File: config.mk
export PLATFORM = sky130hd
export DESIGN_NAME = adc_capture_packer
export DESIGN_NICKNAME = d
export VERILOG_FILES = /design/src/rtl/adc_capture_packer.sv
export SDC_FILE = /design/constraint.sdc
export NUM_CORES = 1
export LEC_CHECK = 0
export CORE_MARGIN = 2
export CORE_UTILIZATION = 47
export CTS_CLUSTER_DIAMETER = 40
export CTS_CLUSTER_SIZE = 14
export DETAILED_ROUTE_END_ITERATION = 10
export MAX_ROUTING_LAYER = met4
export PLACE_DENSITY = 0.76
export SLEW_MARGIN = 15
export SYNTH_ARGS = -nofsm -noshare
export SYNTH_HDL_FRONTEND = slang
export SYNTH_SLANG_ARGS = --single-unit
File: constraint.sdc
create_clock -name dco -period 2.8 [get_ports dco]
set_input_delay 0.7 -clock dco [delete_from_list [all_inputs] [get_ports dco]]
set_output_delay 0.7 -clock dco [all_outputs]
set_load 0.005 [all_outputs]
File: src/rtl/adc_capture_packer.sv
// Pairs consecutive 16-bit ADC samples into 32-bit words for the upstream FIFO
// over a host-programmed window; drops words on FIFO full rather than stalling.
`timescale 1ns/1ps
module adc_capture_packer #(
    parameter int LEN_W  = 16,
    parameter int DROP_W = 8
) (
    input  logic              dco,
    input  logic              rst_n,
    input  logic [15:0]       cat_data,
    input  logic              capture_start,
    input  logic              capture_abort,
    input  logic [LEN_W-1:0]  capture_len,
    input  logic              fifo_full,
    output logic [31:0]       fifo_din,
    output logic              fifo_wr_en,
    output logic              busy,
    output logic              done,
    output logic              overflow,
    output logic [DROP_W-1:0] drop_count
);

    typedef enum logic [1:0] {
        S_IDLE    = 2'd0,
        S_CAPTURE = 2'd1,
        S_DONE    = 2'd2
    } state_e;

    localparam logic [LEN_W-1:0]  LEN_ONE  = LEN_W'(1);
    localparam logic [DROP_W-1:0] DROP_ONE = DROP_W'(1);
    localparam logic [DROP_W-1:0] DROP_MAX = '1;

    state_e             state_q, state_d;
    logic               half_q, half_d;
    logic [15:0]        hold_lo_q, hold_lo_d;
    logic [LEN_W-1:0]   cnt_q, cnt_d;
    logic [LEN_W-1:0]   len_q, len_d;
    logic [31:0]        fifo_din_q, fifo_din_d;
    logic               fifo_wr_en_q, fifo_wr_en_d;
    logic               busy_q, busy_d;
    logic               done_q, done_d;
    logic               overflow_q, overflow_d;
    logic [DROP_W-1:0]  drop_q, drop_d;

    always_comb begin
        state_d      = state_q;
        half_d       = half_q;
        hold_lo_d    = hold_lo_q;
        cnt_d        = cnt_q;
        len_d        = len_q;
        fifo_din_d   = fifo_din_q;
        fifo_wr_en_d = 1'b0;
        busy_d       = busy_q;
        done_d       = done_q;
        overflow_d   = overflow_q;
        drop_d       = drop_q;

        // Abort outranks everything, including a same-cycle start; drop stats survive it.
        if (capture_abort) begin
            state_d = S_IDLE;
            half_d  = 1'b0;
            busy_d  = 1'b0;
            done_d  = 1'b0;
        end else begin
            case (state_q)
                S_IDLE, S_DONE: begin
                    if (capture_start) begin
                        len_d      = capture_len;
                        cnt_d      = '0;
                        half_d     = 1'b0;
                        overflow_d = 1'b0;
                        drop_d     = '0;
                        if (capture_len == '0) begin
                            state_d = S_DONE;
                            busy_d  = 1'b0;
                            done_d  = 1'b1;
                        end else begin
                            state_d = S_CAPTURE;
                            busy_d  = 1'b1;
                            done_d  = 1'b0;
                        end
                    end
                end
                S_CAPTURE: begin
                    if (!half_q) begin
                        hold_lo_d = cat_data;
                        half_d    = 1'b1;
                    end else begin
                        fifo_din_d   = {cat_data, hold_lo_q};
                        fifo_wr_en_d = !fifo_full;
                        if (fifo_full) begin
                            overflow_d = 1'b1;
                            if (drop_q != DROP_MAX)
                                drop_d = drop_q + DROP_ONE;
                        end
                        half_d = 1'b0;
                        // Dropped words still advance the count so the window length is fixed in time.
                        cnt_d  = cnt_q + LEN_ONE;
                        if (cnt_q == len_q - LEN_ONE) begin
                            state_d = S_DONE;
                            busy_d  = 1'b0;
                            done_d  = 1'b1;
                        end
                    end
                end
                default: begin
                    state_d = S_IDLE;
                    half_d  = 1'b0;
                    busy_d  = 1'b0;
                    done_d  = 1'b0;
                end
            endcase
        end
    end

    always_ff @(posedge dco or negedge rst_n) begin
        if (!rst_n) begin
            state_q      <= S_IDLE;
            half_q       <= 1'b0;
            hold_lo_q    <= '0;
            cnt_q        <= '0;
            len_q        <= '0;
            fifo_din_q   <= '0;
            fifo_wr_en_q <= 1'b0;
            busy_q       <= 1'b0;
            done_q       <= 1'b0;
            overflow_q   <= 1'b0;
            drop_q       <= '0;
        end else begin
            state_q      <= state_d;
            half_q       <= half_d;
            hold_lo_q    <= hold_lo_d;
            cnt_q        <= cnt_d;
            len_q        <= len_d;
            fifo_din_q   <= fifo_din_d;
            fifo_wr_en_q <= fifo_wr_en_d;
            busy_q       <= busy_d;
            done_q       <= done_d;
            overflow_q   <= overflow_d;
            drop_q       <= drop_d;
        end
    end

    assign fifo_din   = fifo_din_q;
    assign fifo_wr_en = fifo_wr_en_q;
    assign busy       = busy_q;
    assign done       = done_q;
    assign overflow   = overflow_q;
    assign drop_count = drop_q;

endmodule
==> results.sh, run 1 <==
export IMPL_die_h_um=100
export IMPL_hold_viol=0
export IMPL_avgSynthCellArea_um2=9.32
export IMPL_dp_hpwl_mm=7.56
export IMPL_viasPerCell=5.37
export IMPL_die_area_mm2=0.0101
export IMPL_p_leak_nw=2.54
export IMPL_die_width_um=100
export IMPL_pin_count=81
export IMPL_drc_errors=0
export IMPL_floorplan_initialDensity=0.478
export IMPL_rsz0062_at_grt="false"
export IMPL_ant_nets=0
export IMPL_numCtsBuffers=9
export IMPL_rows=35
export IMPL_clock_fmax_mhz=366
export IMPL_drt_pass1_iterations=4
export IMPL_synth_common_cells="nand2_1 (162), dfrtp_1 (93), nor2_1 (26), o21ai_0 (19), mux2_2 (16)"
export IMPL_synth_largest_area_cell="dfrtp_1"
export IMPL_slew_violations=0
export IMPL_grt_start_max_net_pins=47
export IMPL_port_buffers=80
export IMPL_stdcell_count=673
export IMPL_cp_required_ns=3.05
export IMPL_crit_type="flip-flop to flip-flop"
export IMPL_clockRootBuffer="clkbuf_8"
export IMPL_synth_flop_cell="dfrtp_1"
export IMPL_routed_wirelength_mm=10.4
export IMPL_cts_tree="built"
export IMPL_clock_sinks=93
export IMPL_crit_buf_inv=0
export IMPL_placed_cell_area_mm2=0.00538
export IMPL_cp_arrival_ns=2.98
export IMPL_grt_pass1_wl_mm=17.5
export IMPL_vias=3613
export IMPL_wl_per_cell_um=15.4
export IMPL_cts_setup_buffers=0
export IMPL_maxCapViolCount=0
export IMPL_core_area_mm2=0.00915
export IMPL_syn_nets=509
export IMPL_critPathTopFamily="simple AND/OR/NAND/NOR gates"
export IMPL_crit_fanout=4
export IMPL_cpMostUsedCell="or4_4"
export IMPL_hold_class="input pin to asynchronous set/reset pin"
export IMPL_path_cells="or3_4 -> or4_4 -> a2111oi_4 -> o211ai_1 -> or4_4 -> a211o_1"
export IMPL_final_net_count=597
export IMPL_finalSetupTns_ns=0
export IMPL_antenna_found_initial=0
export IMPL_status="finished, final reports clean"
export IMPL_grt_ovfl_total=0
export IMPL_min_period_over_period=0.975
export IMPL_report_final_setup_viol=0
export IMPL_timing_rr_start="len_q[1]"
export IMPL_yosysWarningCount=0
export IMPL_ir_drop_uv=471
export IMPL_place_congestion=0.894
export IMPL_cp_start_kind="flip-flop"
export IMPL_cts_hold_fix_buffers=0
export IMPL_finClkSkew_ns=0.0123
export IMPL_critPathCaptureType="flip-flop"
export IMPL_cp_slowest_cell="or4_4"
export IMPL_ys_seq_elements=93
export IMPL_worstMarginPinSlew_ns=0.562
export IMPL_yosysUniqueCellTypes=48
export IMPL_grt_pass1_vias=3689
export IMPL_drt_iter0_markers=132
export IMPL_hold_slack_ns=0.307
export IMPL_gr_usage_all_layers=0.224
export IMPL_p_per_area_mw_per_mm2=855
export IMPL_area_growth_syn_to_layout_pct=28.0
export IMPL_htreeDepth=3
export IMPL_ys_top_cells_by_area="dfrtp_1 (53%), nand2_1 (14%), mux2_2 (4.1%), xnor2_1 (2.8%), xor2_1 (2.6%)"
export IMPL_clock_path_buffers=2
export IMPL_crit_path_max_incr_delay_ns=0.51
export IMPL_async_flop_share=1.00
export IMPL_place_inst=657
export IMPL_synth_most_common_cell="nand2_1"
export IMPL_cts_clk_slew_worst_paths_ns=0.11
export IMPL_antennaDiodeCount=0
export IMPL_cp_startpoint="len_q[1]"
export IMPL_synth_edff_count=0
export IMPL_netlist_area_leader_share=0.532
export IMPL_relSlewSlack=0.622
export IMPL_drive_gt1_frac=0.107
export IMPL_synth_area_mm2=0.00437
export IMPL_synthCells=469
export IMPL_fin_crit_ns=2.73
export IMPL_clk_latency_ns=0.37
export IMPL_seq_area_frac_synth=0.532
export IMPL_design_area_mm2=0.00560
## report_power, final
group / total (W) / switching [W] / leakage [nW] / internal (W)
Clock: 0.000881 / 0.000536 / 0.0984 / 0.000346
Combinational: 0.00178 / 0.000801 / 1.25 / 0.000982
Sequential: 0.00212 / 0.000330 / 1.19 / 0.00179
Total: 0.00479 / 0.00167 / 2.54 / 0.00312
## sequential cells by signal, indices dropped and copies added (netlist names)
register    cells
overflow        1
busy            1
len_q          16
half_q          1
hold_lo_q      16
fifo_din       32
fifo_wr_en      1
state_q         1
cnt_q          16
drop_count      8
## through the flow
step | setup slack [ns] | utilization | power (W)
2_1_floorplan | 0.163 | - | 0.00301
3_3_place_gp | 0.0656 | 0.588 | 0.00383
3_5_place_dp | 0.000419 | 0.588 | 0.00390
4_1_cts | 0.0234 | 0.610 | 0.00482
5_1_grt | 0.0122 | 0.611 | 0.00512
6_report | 0.0699 | 0.611 | 0.00479
## layout make-up
class | count | area (µm²)
Fill cell | 788 | 3560
Clock inverter | 7 | 62.6
Sequential cell | 93 | 2330
Multi-Input combinational cell | 354 | 1990
Tap cell | 111 | 139
Timing Repair Buffer | 95 | 936
Inverter | 4 | 15.0
Clock buffer | 9 | 124
## kinds of logic after synthesis
logic type      share of synthesized area
fa+ha+maj                         0.00858
compound gates                     0.0721
mux                                0.0481
buf+inv                            0.0206
flops                               0.532
simple gates                        0.264
xor+xnor                           0.0541
## layer usage
metal	vias up	wire, µm	GRT usage	share of wire
li1	1763	-	-	-
met1	1755	4720	0.279	0.45
met2	85	5070	0.364	0.49
met3	10	501	0.0673	0.048
met4	0	91	0.0495	0.0088
met5	-	0	-	0
## timing repair
item	in CTS	in global routing
setup endpoints to repair	1	1
pin swaps	0	0
hold endpoints to repair	0	0
resized for setup	1	3
## path summary, 6_finish.rpt
kind / end / slack, ns / cells past startpoint
worst min register to register: fifo_din[7] / 0.47 / 2
worst max-delay path: busy / 0.07 / 6
max in group asynchronous: len_q[5] / 1.79 / 2
min in group dco: fifo_din[7] / 0.47 / 2
worst max register to register: busy / 0.07 / 6
worst min-delay path: fifo_din[20] / 0.31 / 1
## cell usage in the layout, fill, tap and decap left out, types with 3 or more instances in the layout
| cell | n |
|---|---|
| nand2_1 | 162 |
| dfrtp_1 | 93 |
| clkdlybuf4s50_1 | 79 |
| nor2_1 | 25 |
| o21ai_0 | 19 |
| mux2_2 | 16 |
| xnor2_1 | 14 |
| buf_4 | 14 |
| xor2_1 | 13 |
| a21oi_1 | 12 |
| nand3_1 | 10 |
| clkbuf_8 | 9 |
| and3_1 | 8 |
| nor3_1 | 7 |
| nor4_1 | 6 |
| inv_1 | 4 |
| or3_1 | 4 |
| or4_4 | 4 |
| nand2b_1 | 3 |
| nand4_1 | 3 |
| nor2b_1 | 3 |
| o31ai_1 | 3 |
| o211ai_1 | 3 |
| or4_1 | 3 |
| mux2i_1 | 3 |
| ha_1 | 3 |
| inv_6 | 3 |
Note: power is estimated with default switching activity, not from simulation.
==> run 2, diff against run 1 <==
--- a/config.mk
+++ b/config.mk
@@ -10,6 +10,7 @@
 export CTS_CLUSTER_DIAMETER = 40
 export CTS_CLUSTER_SIZE = 14
 export DETAILED_ROUTE_END_ITERATION = 10
+export HOLD_SLACK_MARGIN = 0.06
 export MAX_ROUTING_LAYER = met4
 export PLACE_DENSITY = 0.76
 export SLEW_MARGIN = 15
==> results of run 2 <==
The final DEF is identical to that of run 1; final timing and power are the same.
==> run 3, diff against run 2 <==
--- a/config.mk
+++ b/config.mk
@@ -10,10 +10,11 @@
 export CTS_CLUSTER_DIAMETER = 40
 export CTS_CLUSTER_SIZE = 14
 export DETAILED_ROUTE_END_ITERATION = 10
-export HOLD_SLACK_MARGIN = 0.06
+export HOLD_SLACK_MARGIN = 0.15
 export MAX_ROUTING_LAYER = met4
 export PLACE_DENSITY = 0.76
 export SLEW_MARGIN = 15
 export SYNTH_ARGS = -nofsm -noshare
 export SYNTH_HDL_FRONTEND = slang
 export SYNTH_SLANG_ARGS = --single-unit
+export TNS_END_PERCENT = 5
==> results of run 3 <==
The final DEF is identical to that of run 1; final timing and power are the same.
